`config.mk`:
```
export PLATFORM = sky130hd
export DESIGN_NAME = button_bank_flat
export DESIGN_NICKNAME = d
export VERILOG_FILES = /design/src/rtl/button_bank_if.sv /design/src/rtl/button_bank.sv /design/src/flat_wrapper.sv
export SDC_FILE = /design/constraint.sdc
export NUM_CORES = 1
export LEC_CHECK = 0
export CORE_UTILIZATION = 35
export CTS_CLUSTER_DIAMETER = 30
export DETAILED_ROUTE_END_ITERATION = 16
export PLACE_DENSITY = 0.63
export SYNTH_ARGS = -nofsm -noshare
export SYNTH_HDL_FRONTEND = slang
export SYNTH_SLANG_ARGS = --single-unit
```
`constraint.sdc`:
```
create_clock -name clk -period 4 [get_ports clk]
set_clock_uncertainty 0.2 [all_clocks]
set_input_delay 0.4 -clock clk [delete_from_list [all_inputs] [get_ports clk]]
set_output_delay 0.4 -clock clk [all_outputs]
set_load 0.05 [all_outputs]
```
`src/rtl/button_bank_if.sv`:
```
// Signal bundle between raw button inputs, the button_bank front end and its consumer.
// master drives the raw levels and observes the conditioned outputs; slave is the front end itself.
interface button_bank_if #(
    parameter int N = 4
);
    logic [N-1:0] noisy;
    logic [N-1:0] debounced;
    logic [N-1:0] p_edge;
    logic [N-1:0] n_edge;
    logic [N-1:0] any_edge;
    logic [N-1:0] long_press;
    logic [N-1:0] held;
    logic         event_any;

    modport master (
        output noisy,
        input  debounced, p_edge, n_edge, any_edge, long_press, held, event_any
    );

    modport slave (
        input  noisy,
        output debounced, p_edge, n_edge, any_edge, long_press, held, event_any
    );
endinterface

```
`src/rtl/button_bank.sv`:
```
// Multi-channel push-button front end: synchroniser, counter debouncer, edge detect, long-press.
// Long-press hold logic is built only when BUTTON_BANK_LONG_PRESS_EN is defined; otherwise long_press/held are 0.
module button_bank #(
    parameter int N             = 4,
    parameter int STABLE_CYCLES = 500000,
    parameter int HOLD_CYCLES   = 50000000
) (
    input logic          clk,
    input logic          reset_n,
    button_bank_if.slave bus
);
    localparam int             CW       = $clog2(STABLE_CYCLES);
    localparam logic [CW-1:0] CNT_LAST = CW'(STABLE_CYCLES - 1);

    logic [N-1:0]  sync1;
    logic [N-1:0]  sync2;
    logic [N-1:0]  deb;
    logic [N-1:0]  deb_q;
    logic [N-1:0]  deb_next;
    logic [CW-1:0] cnt      [N];
    logic [CW-1:0] cnt_next [N];
    logic [N-1:0]  p_edge_w;
    logic [N-1:0]  n_edge_w;
    logic [N-1:0]  long_press_w;
    logic [N-1:0]  held_w;

    always_ff @(posedge clk or negedge reset_n) begin
        if (!reset_n) begin
            sync1 <= '0;
            sync2 <= '0;
        end else begin
            sync1 <= bus.noisy;
            sync2 <= sync1;
        end
    end

    // Any return of sync2 to the accepted level restarts the stability count.
    always_comb begin
        for (int i = 0; i < N; i++) begin
            deb_next[i] = deb[i];
            cnt_next[i] = '0;
            if (sync2[i] != deb[i]) begin
                if (cnt[i] == CNT_LAST) begin
                    deb_next[i] = sync2[i];
                end else begin
                    cnt_next[i] = cnt[i] + 1'b1;
                end
            end
        end
    end

    always_ff @(posedge clk or negedge reset_n) begin
        if (!reset_n) begin
            for (int i = 0; i < N; i++) begin
                cnt[i] <= '0;
            end
            deb   <= '0;
            deb_q <= '0;
        end else begin
            for (int i = 0; i < N; i++) begin
                cnt[i] <= cnt_next[i];
            end
            deb   <= deb_next;
            deb_q <= deb;
        end
    end

    assign p_edge_w = deb & ~deb_q;
    assign n_edge_w = ~deb & deb_q;

`ifdef BUTTON_BANK_LONG_PRESS_EN
    localparam int             HW        = $clog2(HOLD_CYCLES);
    localparam logic [HW-1:0] HOLD_LAST = HW'(HOLD_CYCLES - 1);

    logic [N-1:0]  held;
    logic [N-1:0]  held_q;
    logic [N-1:0]  held_next;
    logic [HW-1:0] hcnt      [N];
    logic [HW-1:0] hcnt_next [N];

    // Keyed on deb_next so a release landing on the terminal count wins over held.
    always_comb begin
        for (int i = 0; i < N; i++) begin
            held_next[i] = held[i];
            hcnt_next[i] = '0;
            if (!deb_next[i]) begin
                held_next[i] = 1'b0;
            end else if (deb[i] && !held[i]) begin
                if (hcnt[i] == HOLD_LAST) begin
                    held_next[i] = 1'b1;
                end else begin
                    hcnt_next[i] = hcnt[i] + 1'b1;
                end
            end
        end
    end

    always_ff @(posedge clk or negedge reset_n) begin
        if (!reset_n) begin
            for (int i = 0; i < N; i++) begin
                hcnt[i] <= '0;
            end
            held   <= '0;
            held_q <= '0;
        end else begin
            for (int i = 0; i < N; i++) begin
                hcnt[i] <= hcnt_next[i];
            end
            held   <= held_next;
            held_q <= held;
        end
    end

    assign long_press_w = held & ~held_q;
    assign held_w       = held;
`else
    logic unused_hold_cfg;
    assign unused_hold_cfg = (HOLD_CYCLES > 0);
    assign long_press_w    = '0;
    assign held_w          = '0;
`endif

    assign bus.debounced  = deb;
    assign bus.p_edge     = p_edge_w;
    assign bus.n_edge     = n_edge_w;
    assign bus.any_edge   = p_edge_w | n_edge_w;
    assign bus.long_press = long_press_w;
    assign bus.held       = held_w;
    assign bus.event_any  = |(p_edge_w | n_edge_w | long_press_w);
endmodule

```
`src/flat_wrapper.sv`:
```
// flat-port wrapper written by rule: the top's interface ports become plain ports
module button_bank_flat 
#(
    parameter int N             = 4,
    parameter int STABLE_CYCLES = 500000,
    parameter int HOLD_CYCLES   = 50000000
)
  (clk, reset_n, bus_noisy, bus_debounced, bus_p_edge, bus_n_edge, bus_any_edge, bus_long_press, bus_held, bus_event_any);
  button_bank_if #(.N(N)) bus_i ();
  input logic clk;
  input logic reset_n;
  input wire logic [$bits(bus_i.noisy)-1:0] bus_noisy;
  output wire logic [$bits(bus_i.debounced)-1:0] bus_debounced;
  output wire logic [$bits(bus_i.p_edge)-1:0] bus_p_edge;
  output wire logic [$bits(bus_i.n_edge)-1:0] bus_n_edge;
  output wire logic [$bits(bus_i.any_edge)-1:0] bus_any_edge;
  output wire logic [$bits(bus_i.long_press)-1:0] bus_long_press;
  output wire logic [$bits(bus_i.held)-1:0] bus_held;
  output wire logic [$bits(bus_i.event_any)-1:0] bus_event_any;
  assign bus_i.noisy = bus_noisy;
  assign bus_debounced = bus_i.debounced;
  assign bus_p_edge = bus_i.p_edge;
  assign bus_n_edge = bus_i.n_edge;
  assign bus_any_edge = bus_i.any_edge;
  assign bus_long_press = bus_i.long_press;
  assign bus_held = bus_i.held;
  assign bus_event_any = bus_i.event_any;
  button_bank #(.N(N), .STABLE_CYCLES(STABLE_CYCLES), .HOLD_CYCLES(HOLD_CYCLES)) u_core (.clk(clk), .reset_n(reset_n), .bus(bus_i));
endmodule
```
==> results of run 1 <==
-- stage by stage --
stage          utilization  cell area, um2
2_1_floorplan            -            4570
3_3_place_gp         0.390            4920
3_5_place_dp         0.390            4920
4_1_cts              0.414            5220
5_1_grt              0.414            5220
6_report             0.414            5220
-- report_power, final --
group / total (mW) / internal [mW] / switching, mW
Combinational: 0.0751 / 0.0172 / 0.0579
Sequential: 0.958 / 0.944 / 0.0135
Clock: 0.859 / 0.500 / 0.359
-- cell usage in the layout, fill, tap and decap left out, types with 10 or more instances in the layout --
cell type,n
sky130_fd_sc_hd__ha_1,12
sky130_fd_sc_hd__xnor2_1,38
sky130_fd_sc_hd__or3_1,10
sky130_fd_sc_hd__nor4_1,12
sky130_fd_sc_hd__nor2_1,65
sky130_fd_sc_hd__nand4_1,16
sky130_fd_sc_hd__nand3_1,25
sky130_fd_sc_hd__dfrtp_1,92
sky130_fd_sc_hd__xor2_1,17
sky130_fd_sc_hd__inv_1,24
sky130_fd_sc_hd__clkdlybuf4s50_1,21
sky130_fd_sc_hd__nor3_1,11
sky130_fd_sc_hd__a21oi_1,17
sky130_fd_sc_hd__nand2_1,24
-- worst paths after layout --
path                                   endpoint  cells after the start  slack (ns)
worst max-delay path              bus_event_any                      4        1.23
worst min-delay path            u_core.sync2[0]                      1        0.01
worst max register to register   u_core.cnt[66]                      3        1.50
worst min register to register  u_core.sync2[1]                      0        0.15
max in group asynchronous        u_core.cnt[44]                      2        2.80
min in group clk                u_core.sync2[1]                      0        0.15
-- flip-flops by register name (all words and copies together) (netlist names) --
| name | cells |
|---|---|
| u_core.deb_q | 4 |
| u_core.sync2 | 4 |
| u_core.sync1 | 4 |
| u_core.cnt | 76 |
| u_core.bus.debounced | 4 |
-- critical path, delay by kind of cell, from the launching register on --
family / cells / cell delay, ns
buffers and inverters: 2 / 0.88
adder cells (fa/ha/maj): 1 / 0.36
flip-flops: 1 / 0.48
AND/OR/NAND/NOR: 1 / 0.11
-- final cells by class --
type | count | area share
clock inverter | 5 | 0.0117
sequential | 92 | 0.441
inverter | 24 | 0.0173
tap | 172 | 0.0412
timing repair buffer | 23 | 0.0432
multi-input combinational | 324 | 0.400
clock buffer | 10 | 0.0458
-- metal layers --
metal,vias up,track usage,wire length (um)
met2,55,0.227,4130
met4,0,0.0598,151
met1,1587,0.188,4100
met3,15,0.0251,295
li1,1598,-,-
met5,-,0,0
-- cells by family (layout without fill, tap and decap cells) --
group,count (synthesis),in the layout
DFF,92,92
adders and majority gates,12,12
muxes,4,4
and+or+nand+nor,207,207
xor gates and xnor gates,55,55
AOI/OAI and AO/OA,38,38
other,1,8
buffers and inverters,37,62
==> summary.md, run 1 <==
| Metric | Value |
|---|---|
| Result of the run | `finished clean` |
| Number of synthesized flops with an enable pin | `0` |
| Proportion of netlist area held by the largest area contributor | `0.506` |
| Peak Freq | `0.361 GHz` |
| CP endpoint kind | `output pin` |
| Number of placement rows | `41` |
| Number of vias after detailed routing | `roughly 3300` |
| Global placer's final weighted congestion | `just over 0.8` |
| Detailed Place HPWL | `between 5000 and 6000 um` |
| Wire length reported by the detailed router | `8670 um` |
| Count of placed standard cells including taps | `635` |
| Slowest Stage Delay on Critical Path | `0.80 ns` |
| Number of nets with antenna violations after routing | `0` |
| TritonCTS clock tree | `done` |
| Reported max-cap violation count | `0` |
| Initial Util | `0.360` |
| Number of diodes | `0` |
| Reg clk slew, reported paths | `around 0.070 ns` |
| Sort of element at the start of the critical path | `register` |
| Total leakage power | `around 2.1 nW` |
| Yosys warning total | `0` |
| Synth top cells by count | `sky130_fd_sc_hd__dfrtp_1 (92), sky130_fd_sc_hd__nor2_1 (65), sky130_fd_sc_hd__xnor2_1 (38)` |
| Dominant combinational cell family by area after synthesis | `simple AND/OR/NAND/NOR gates` |
| Num Clock Sinks | `between 90 and 100` |
| Pin count of the biggest net entering global routing | `82` |
| Final routed DRC violation total | `0` |
| Die outline area | `~13000 um2` |
| First-pass GRT wire length | `between 15000 and 20000 um` |
| Mux share of post-synthesis cell area | `0.00990` |
| Critical Path Fanout Max | `6` |
| Largest cells by area after synthesis | `sky130_fd_sc_hd__dfrtp_1 (51%), sky130_fd_sc_hd__xnor2_1 (7.3%), sky130_fd_sc_hd__nor2_1 (5.4%)` |
| Maximum number of buffers from clock root to sink | `2` |
| Vertical die dimension | `116 um` |
| FF-to-FF Start | `u_core.cnt[66]` |
| Most frequent cell after synthesis | `sky130_fd_sc_hd__dfrtp_1` |
| Endpoints failing setup | `0` |
| Top_reg_cell synth | `sky130_fd_sc_hd__dfrtp_1` |
| RSZ-0062 raised after global routing | `no` |
| Vias per cell | `between 5 and 6` |
| Hold crit path type | `in2async` |
| Post-CTS setup-driven buffer insertion count | `0` |
| Number of buffers added to fix hold violations after cts | `0` |
| Number of hold violations in the final report | `0` |
| Cell chain of the critical path | `inv_1 > ha_1 > nand4_1 > clkdlybuf4s50_1` |
| Post-route non-filler standard cell count | `650` |
| Cts bufs inserted | `9` |
| Average wire per cell in the routed design | `roughly 13 um` |
| Max-slew violation total from the final report | `0` |
| Router iterations before antenna repair | `4` |
| Normalized max-slew margin | `0.182` |
| Area fraction in compound gates after synthesis | `0.0586` |
| Quantity of I/O buffers inserted on ports | `22` |
| WS Path Type | `reg2out` |
| Chip Width | `around 120 um` |
| Syn Inst Count | `446` |
| I/O pin count | `31` |
| Relative area change from synthesis to final layout | `14.7%` |
| Area of the core | `~13000 um2` |
| Post-route fraction of the period consumed by the critical path | `0.693` |
| Dominant cell type by area after synthesis | `sky130_fd_sc_hd__dfrtp_1` |
| Share of layout cells above drive strength 1 | `0.0795` |
| Clock Latency Late Sink | `around 0.34 ns` |
| Worst path slowest cell | `sky130_fd_sc_hd__clkdlybuf4s50_1` |
| Setup Slack @ Placement | `1.51 ns` |
| Worst hold slack across all endpoints | `0.00981 ns` |
| Via count of the first global-routing pass | `3173` |
| Area share of and/or/nand/nor cells after synthesis | `0.245` |
| Net count reported at finish | `492` |
| Worst setup slack after layout | `1.23 ns` |
| GR Util All Layers | `0.142` |
| Worst IR drop on VDD | `between 0.2 and 0.25 mV` |
| Mapped Avg Cell Area | `10.2 um2` |
| Synthesized-area fraction occupied by xor and xnor cells | `0.106` |
| Shortest period the worst path allows | `about 2.8 ns` |
| Post-synthesis adder-cell area fraction | `0.0330` |
| Total design power | `about 1.9 mW` |
| Flop and latch count out of synthesis | `92` |
| Worst Setup SP | `u_core.bus.debounced[3]` |
| Number of unique standard cell types used by synthesis | `between 40 and 50` |
| CTS H-Tree Depth | `3` |
| Ys async rst share | `1.00` |
| Combined flip-flop and latch cell area | `2300 um2` |
| Post-Syn Area | `between 4000 and 5000 um2` |
| Sequential cell area fraction in the yosys report | `0.506` |
| Critical path required time | `between 3 and 4 ns` |
| Global route overflow | `0` |
| Sum of negative setup slack | `0 ns` |
| Arrival time reported for the critical path endpoint | `around 2.2 ns` |
| Filler instances | `roughly 1200` |
| Power density cells | `362 nW/um2` |
| Area of combinational cells with multiple inputs | `~2100 um2` |
| Cells resized by post-CTS repair | `0` |
| Number of DRC violations after detailed-routing iteration 0 | `around 270` |
| Worst-Margin Slew | `between 1 and 1.5 ns` |
| Antenna violations before repair | `0` |
| Clock root buffer | `sky130_fd_sc_hd__clkbuf_16` |
Note: power is estimated with default switching activity, not from simulation.
==> inputs of run 2 (changes only) <==
--- a/config.mk
+++ b/config.mk
@@ -8,7 +8,7 @@
 export CORE_UTILIZATION = 35
 export CTS_CLUSTER_DIAMETER = 30
 export DETAILED_ROUTE_END_ITERATION = 16
-export PLACE_DENSITY = 0.63
+export PLACE_DENSITY = 0.65
 export SYNTH_ARGS = -nofsm -noshare
 export SYNTH_HDL_FRONTEND = slang
 export SYNTH_SLANG_ARGS = --single-unit
==> constraint.sdc (replaced) <==
create_clock -name clk -period 2.22 [get_ports clk]
set_clock_uncertainty 0.2 [all_clocks]
set_input_delay 0.222 -clock clk [delete_from_list [all_inputs] [get_ports clk]]
set_output_delay 0.222 -clock clk [all_outputs]
set_load 0.05 [all_outputs]
==> run 2 against run 1 <==
Against the previous run: the run now ends with negative setup slack left; sequential share of layout area shrank 3.0 points; combinational power increased by 110%; clock power is 84% higher; via count increased by 5.0%; register-to-register slack got worse by 1.5 ns; die area unchanged; clock-buffer cell count grew 1; flip-flop and latch count stayed put; final cell count increased by 6.0%; non-clock buffer count increased by 38; critical path type is now reg2reg; largest power group unchanged; highest routed layer unchanged.
==> summary.md, run 2 (same netlist as run 1, synthesis figures left out) <==
| Metric | Value |
|---|---|
| Vias per cell | `a little under 5` |
| Sum of negative setup slack | `-0.00574 ns` |
| Shortest period the worst path allows | `2.23 ns` |
| Clock network power share | `0.456` |
| Leading cell types in the layout, fill and taps excluded | `sky130_fd_sc_hd__dfrtp_1 (92), sky130_fd_sc_hd__nor2_1 (63), sky130_fd_sc_hd__buf_4 (41)` |
| Flip-flop count of the largest register, all copies and words added | `76` |
| CTS H-Tree Depth | `3` |
| Number of hold violations in the final report | `0` |
| Router iterations before antenna repair | `4` |
| Quantity of I/O buffers inserted on ports | `22` |
| Area of the core | `around 13000 um2` |
| Most common cell after layout, fill and taps aside | `sky130_fd_sc_hd__dfrtp_1` |
| Filler instances | `around 1200` |
| Global route overflow | `0` |
| Comb pwr share | `0.045` |
| Number of DRC violations after detailed-routing iteration 0 | `148` |
| Max-slew violation total from the final report | `0` |
| Worst-Margin Slew | `0.502 ns` |
| Critical path required time | `roughly 2.2 ns` |
| Number of vias after detailed routing | `between 3000 and 4000` |
| Worst setup slack after layout | `-0.00574 ns` |
| Sequential Power Share | `0.498` |
| Sort of element at the start of the critical path | `register` |
| Clock root buffer | `sky130_fd_sc_hd__clkbuf_16` |
| Cts bufs inserted | `9` |
| Worst IR drop on VDD | `around 0.42 mV` |
| First-pass GRT wire length | `~15000 um` |
| Relative area change from synthesis to final layout | `23.2%` |
| Fraction of power spent switching nets | `0.224` |
| WS Path Type | `reg2reg` |
| Worst hold slack across all endpoints | `0.124 ns` |
| Average wire per cell in the routed design | `12.9 um` |
| Share of layout cells above drive strength 1 | `0.174` |
| Antenna violations before repair | `0` |
| CP endpoint kind | `register` |
| Endpoints failing setup | `1` |
| Vertical die dimension | `roughly 120 um` |
| Num Clock Sinks | `between 90 and 100` |
| RSZ-0062 raised after global routing | `yes` |
| Largest reg by FF count | `u_core.cnt` |
| Peak Freq | `roughly 0.45 GHz` |
| Arrival time reported for the critical path endpoint | `between 2 and 2.5 ns` |
| Total leakage power | `around 2.4 nW` |
| Via count of the first global-routing pass | `around 3300` |
| Initial Util | `0.360` |
| GR Util All Layers | `0.145` |
| Power density cells | `between 600 and 700 nW/um2` |
| Reported max-cap violation count | `0` |
| Die outline area | `about 13000 um2` |
| Number of nets with antenna violations after routing | `0` |
| Cell depth of the worst min-delay path | `1` |
| Global placer's final weighted congestion | `around 0.85` |
| Violated checks | `negative setup slack` |
| Result of the run | `complete, but fails checks` |
| Final routed DRC violation total | `0` |
| Net count reported at finish | `530` |
| TritonCTS clock tree | `done` |
| Maximum number of buffers from clock root to sink | `2` |
| Critical Path Fanout Max | `2` |
| Final standard cell utilization of the core | `0.444` |
| Net switching power figure | `just under 800 uW` |
| Number of diodes | `0` |
| Pin count of the biggest net entering global routing | `47` |
| Reg2reg path depth | `4` |
| I/O pin count | `31` |
| Hold crit path type | `in2reg` |
| Normalized max-slew margin | `0.665` |
| Chip Width | `between 100 and 150 um` |
| Internal power | `2.68 mW` |
| Detailed Place HPWL | `6350 um` |
| Post-route fraction of the period consumed by the critical path | `1.00` |
| Number of placement rows | `41` |
| Clock Latency Late Sink | `between 0.3 and 0.4 ns` |
| Wire length reported by the detailed router | `8910 um` |
| Reg clk slew, reported paths | `0.06 ns` |
==> run 2: cell types whose count changed in the layout (fill, tap and decap cells not counted), moves of 3 or more <==
cell	delta
sky130_fd_sc_hd__buf_4	+39
sky130_fd_sc_hd__buf_12	+4
sky130_fd_sc_hd__dlymetal6s2s_1	+3
sky130_fd_sc_hd__clkdlybuf4s50_1	-13
==> run 2: power groups by stage <==
stage	combinational [mW]	sequential [mW]	clock, mW
2_1_floorplan	0.0981	1.75	0
3_3_place_gp	0.153	1.75	0
3_5_place_dp	0.157	1.75	0
4_1_cts	0.159	1.72	1.62
5_1_grt	0.179	1.73	1.68
6_report	0.156	1.72	1.58
==> run 2: final timing paths <==
check / from / slack [ns] / to
max: u_core.cnt[7] / -0.006 / u_core.bus.debounced[3]
min: bus_noisy[0] / 0.12 / u_core.sync1[0]
max reg2reg: u_core.cnt[7] / -0.006 / u_core.bus.debounced[3]
min reg2reg: u_core.sync1[0] / 0.15 / u_core.sync2[0]
max in group asynchronous: reset_n / 1.04 / u_core.sync2[3]
min in group asynchronous: reset_n / 0.18 / u_core.cnt[74]
==> run 2: metal layers <==
metal	routed length, um	global-route usage	vias up
met2	4430	0.242	49
li1	-	-	1675
met4	42	0.0436	0
met3	270	0.0366	4
met1	4160	0.186	1689
met5	0	0	-
==> run 2: what timing repair did <==
item,CTS,global route
resized for setup,4,15
endpoints found under the hold margin,32,0
setup endpoints to repair,4,37
gates cloned,0,0
pin swaps,1,6
hold buffers,1,0
setup buffers,0,2
==> run 2: layout make-up <==
cell class                      count  area [um2]  share of cell area
Timing Repair Buffer               61         556              0.0991
Tap cell                          172         215              0.0384
Sequential cell                    92        2300               0.411
Clock inverter                      5        60.1              0.0107
Multi-Input combinational cell    324        2130               0.380
Clock buffer                       11         253              0.0451
Inverter                           24        90.1              0.0161
==> run 2: worst max-delay path: stages, from the launching register on <==
cell                      delay, ns
sky130_fd_sc_hd__dfrtp_1       0.38
sky130_fd_sc_hd__or4_4         0.53
sky130_fd_sc_hd__or4_4         0.57
sky130_fd_sc_hd__nor2_4        0.13
sky130_fd_sc_hd__mux2_4        0.30
==> run 2: metrics by stage <==
step | cell area (um2) | power (mW) | setup slack (ns) | std cells
finish | 5610 | 3.46 | -0.00574 | 689
global route | 5610 | 3.59 | -0.0343 | 689
CTS | 5540 | 3.50 | 0.00485 | 687
detailed placement | 5210 | 1.91 | 0.0150 | 670
global placement | 5210 | 1.91 | 0.0387 | 670
floorplan | 4570 | 1.85 | 0.0143 | 453
==> inputs of run 3 (changes only) <==
--- a/config.mk
+++ b/config.mk
@@ -5,6 +5,7 @@
 export SDC_FILE = /design/constraint.sdc
 export NUM_CORES = 1
 export LEC_CHECK = 0
+export CORE_MARGIN = 5
 export CORE_UTILIZATION = 35
 export CTS_CLUSTER_DIAMETER = 30
 export DETAILED_ROUTE_END_ITERATION = 16
==> run 3 against run 2 <==
Against the previous run: the flow now finishes without violations; flip-flop and latch count is the same; final area down 0.31%; critical path depth unchanged; routed wire length rose by 2.4%; final cell count is the same; utilization down 0.32 points; hold slack hardly changed; critical path type unchanged.
==> summary.md, run 3 (same netlist as run 1, synthesis figures left out) <==
| Metric | Value |
|---|---|
| Clock Latency Late Sink | `0.34 ns` |
| Number of diodes | `0` |
| Reg clk slew, reported paths | `approximately 0.060 ns` |
| TritonCTS clock tree | `done` |
| Slowest Stage Delay on Critical Path | `0.56 ns` |
| Worst setup slack after layout | `between 0.01 and 0.015 ns` |
| Peak Freq | `between 0.4 and 0.5 GHz` |
| Worst path slowest cell | `sky130_fd_sc_hd__or4_4` |
| Net count reported at finish | `530` |
| Most common cell on crit path | `sky130_fd_sc_hd__or4_4` |
| Vertical die dimension | `about 120 um` |
| Filler instances | `roughly 1200` |
| Leading cell types in the layout, fill and taps excluded | `sky130_fd_sc_hd__dfrtp_1 (92), sky130_fd_sc_hd__nor2_1 (63), sky130_fd_sc_hd__buf_4 (42)` |
| Worst hold slack across all endpoints | `roughly 0.12 ns` |
| Pin count of the biggest net entering global routing | `50` |
| Normalized max-slew margin | `0.659` |
| Wire length reported by the detailed router | `roughly 9000 um` |
| RSZ-0062 raised after global routing | `yes` |
| Power density cells | `599 nW/um2` |
| CP endpoint kind | `register` |
| I/O pin count | `31` |
| Max-slew violation total from the final report | `0` |
| Average wire per cell in the routed design | `between 10 and 15 um` |
| Number of placement rows | `around 40` |
| Shortest period the worst path allows | `between 2 and 2.5 ns` |
| Vias per cell | `between 4 and 5` |
| Critical Path Fanout Max | `2` |
| Die outline area | `roughly 15000 um2` |
| Num Clock Sinks | `between 90 and 100` |
| First-pass GRT wire length | `15500 um` |
| Chip Width | `between 100 and 150 um` |
| Worst-Margin Slew | `0.510 ns` |
| WS Path Type | `reg2reg` |
| Antenna violations before repair | `0` |
| Largest reg by FF count | `u_core.cnt` |
| Global route overflow | `0` |
| Hold crit path type | `in2reg` |
| Post-route fraction of the period consumed by the critical path | `0.994` |
| Most common cell after layout, fill and taps aside | `sky130_fd_sc_hd__dfrtp_1` |
| Reported max-cap violation count | `0` |
| Number of hold violations in the final report | `0` |
| Cell chain of the critical path | `or4_4 > or4_4 > nor2_4 > mux2_4` |
| Count of placed standard cells including taps | `about 670` |
| Number of vias after detailed routing | `3417` |
| Initial Util | `0.359` |
| Quantity of I/O buffers inserted on ports | `22` |
| Via count of the first global-routing pass | `about 3400` |
| Detailed Place HPWL | `around 6500 um` |
| Relative area change from synthesis to final layout | `22.9%` |
| Post-route non-filler standard cell count | `689` |
| Number of nets with antenna violations after routing | `0` |
| Flip-flop count of the largest register, all copies and words added | `between 70 and 80` |
| Critical path required time | `between 2 and 2.5 ns` |
| Result of the run | `finished clean` |
| Final routed DRC violation total | `0` |
| Endpoints failing setup | `0` |
| Global placer's final weighted congestion | `about 0.88` |
| Maximum number of buffers from clock root to sink | `2` |
| Router iterations before antenna repair | `4` |
| GR Util All Layers | `0.127` |
| Share of layout cells above drive strength 1 | `0.172` |
| Sort of element at the start of the critical path | `register` |
| Number of DRC violations after detailed-routing iteration 0 | `~290` |
| Setup Slack @ Placement | `~0.015 ns` |
| Area of the core | `12700 um2` |
| Arrival time reported for the critical path endpoint | `2.23 ns` |
| Total leakage power | `approximately 2.4 nW` |
| Clock root buffer | `sky130_fd_sc_hd__clkbuf_16` |
| CTS H-Tree Depth | `3` |
| Worst IR drop on VDD | `0.361 mV` |
| Cts bufs inserted | `9` |
run 3: changes by cell type in the layout (fill, tap and decap cells not counted), moves of 2 or more:
cell | previous run | this run
sky130_fd_sc_hd__or3_4 | 2 | 0
sky130_fd_sc_hd__buf_12 | 4 | 7
sky130_fd_sc_hd__buf_6 | 2 | 0
sky130_fd_sc_hd__clkinv_4 | 2 | 0
sky130_fd_sc_hd__or3_2 | 1 | 3
sky130_fd_sc_hd__dlygate4sd2_1 | 2 | 0
run 3: worst paths after layout:
| check | from | end | slack [ns] | cells after the start |
|---|---|---|---|---|
| hold / removal | bus_noisy[3] | u_core.sync1[3] | 0.12 | 1 |
| hold reg to reg | u_core.sync1[2] | u_core.sync2[2] | 0.15 | 0 |
| min in group asynchronous | reset_n | u_core.cnt[73] | 0.15 | 2 |
| max in group asynchronous | reset_n | u_core.cnt[45] | 1.09 | 3 |
| setup reg to reg | u_core.cnt[5] | u_core.bus.debounced[3] | 0.01 | 4 |
| setup / recovery | u_core.cnt[5] | u_core.bus.debounced[3] | 0.01 | 4 |
run 3: report_power, final:
group	leakage [nW]	internal, mW	switching [mW]
clock network	0.138	0.849	0.613
logic	0.984	0.0501	0.110
registers	1.26	1.70	0.0232
total	2.38	2.60	0.746
run 3: through the flow:
step | TNS, ns | instance area [um2] | total power [mW] | utilization
after floorplan | 0 | 4570 | 1.85 | -
after global placement | 0 | 5240 | 1.91 | 0.413
after detailed placement | 0 | 5240 | 1.92 | 0.413
after CTS | 0 | 5540 | 3.41 | 0.437
after global routing | -0.111 | 5590 | 3.48 | 0.441
final | 0 | 5590 | 3.35 | 0.441
run 3: metal layers:
layer	global-route usage	vias up	part of all wire
met3	0.0336	7	0.041
met5	0	-	0
met2	0.217	67	0.50
li1	-	1676	-
met4	0.0404	0	0.0060
met1	0.156	1667	0.45
run 3: worst max-delay path, delay by kind of cell (launching register included):
kind	cells	cell delay [ns]
mux	1	0.29
flops	1	0.39
simple gates	3	1.21
run 3: layout make-up:
| type | count | area (um2) | share of cell area |
|---|---|---|---|
| clock buffers | 13 | 270 | 0.0484 |
| inverters | 24 | 90.1 | 0.0161 |
| repair buffers | 61 | 583 | 0.104 |
| clock inverters | 3 | 20.0 | 0.00358 |
| well taps | 172 | 215 | 0.0385 |
| multi-input cells | 324 | 2110 | 0.377 |
| flip-flops and latches | 92 | 2300 | 0.412 |
run 3: repair_timing:
action / 4_1_cts / 5_1_grt
buffers inserted: 0 / 3
hold endpoints to repair: 75 / 0
endpoints found under the setup margin: 0 / 7
hold buffers: 1 / 0
resized for setup: 0 / 9
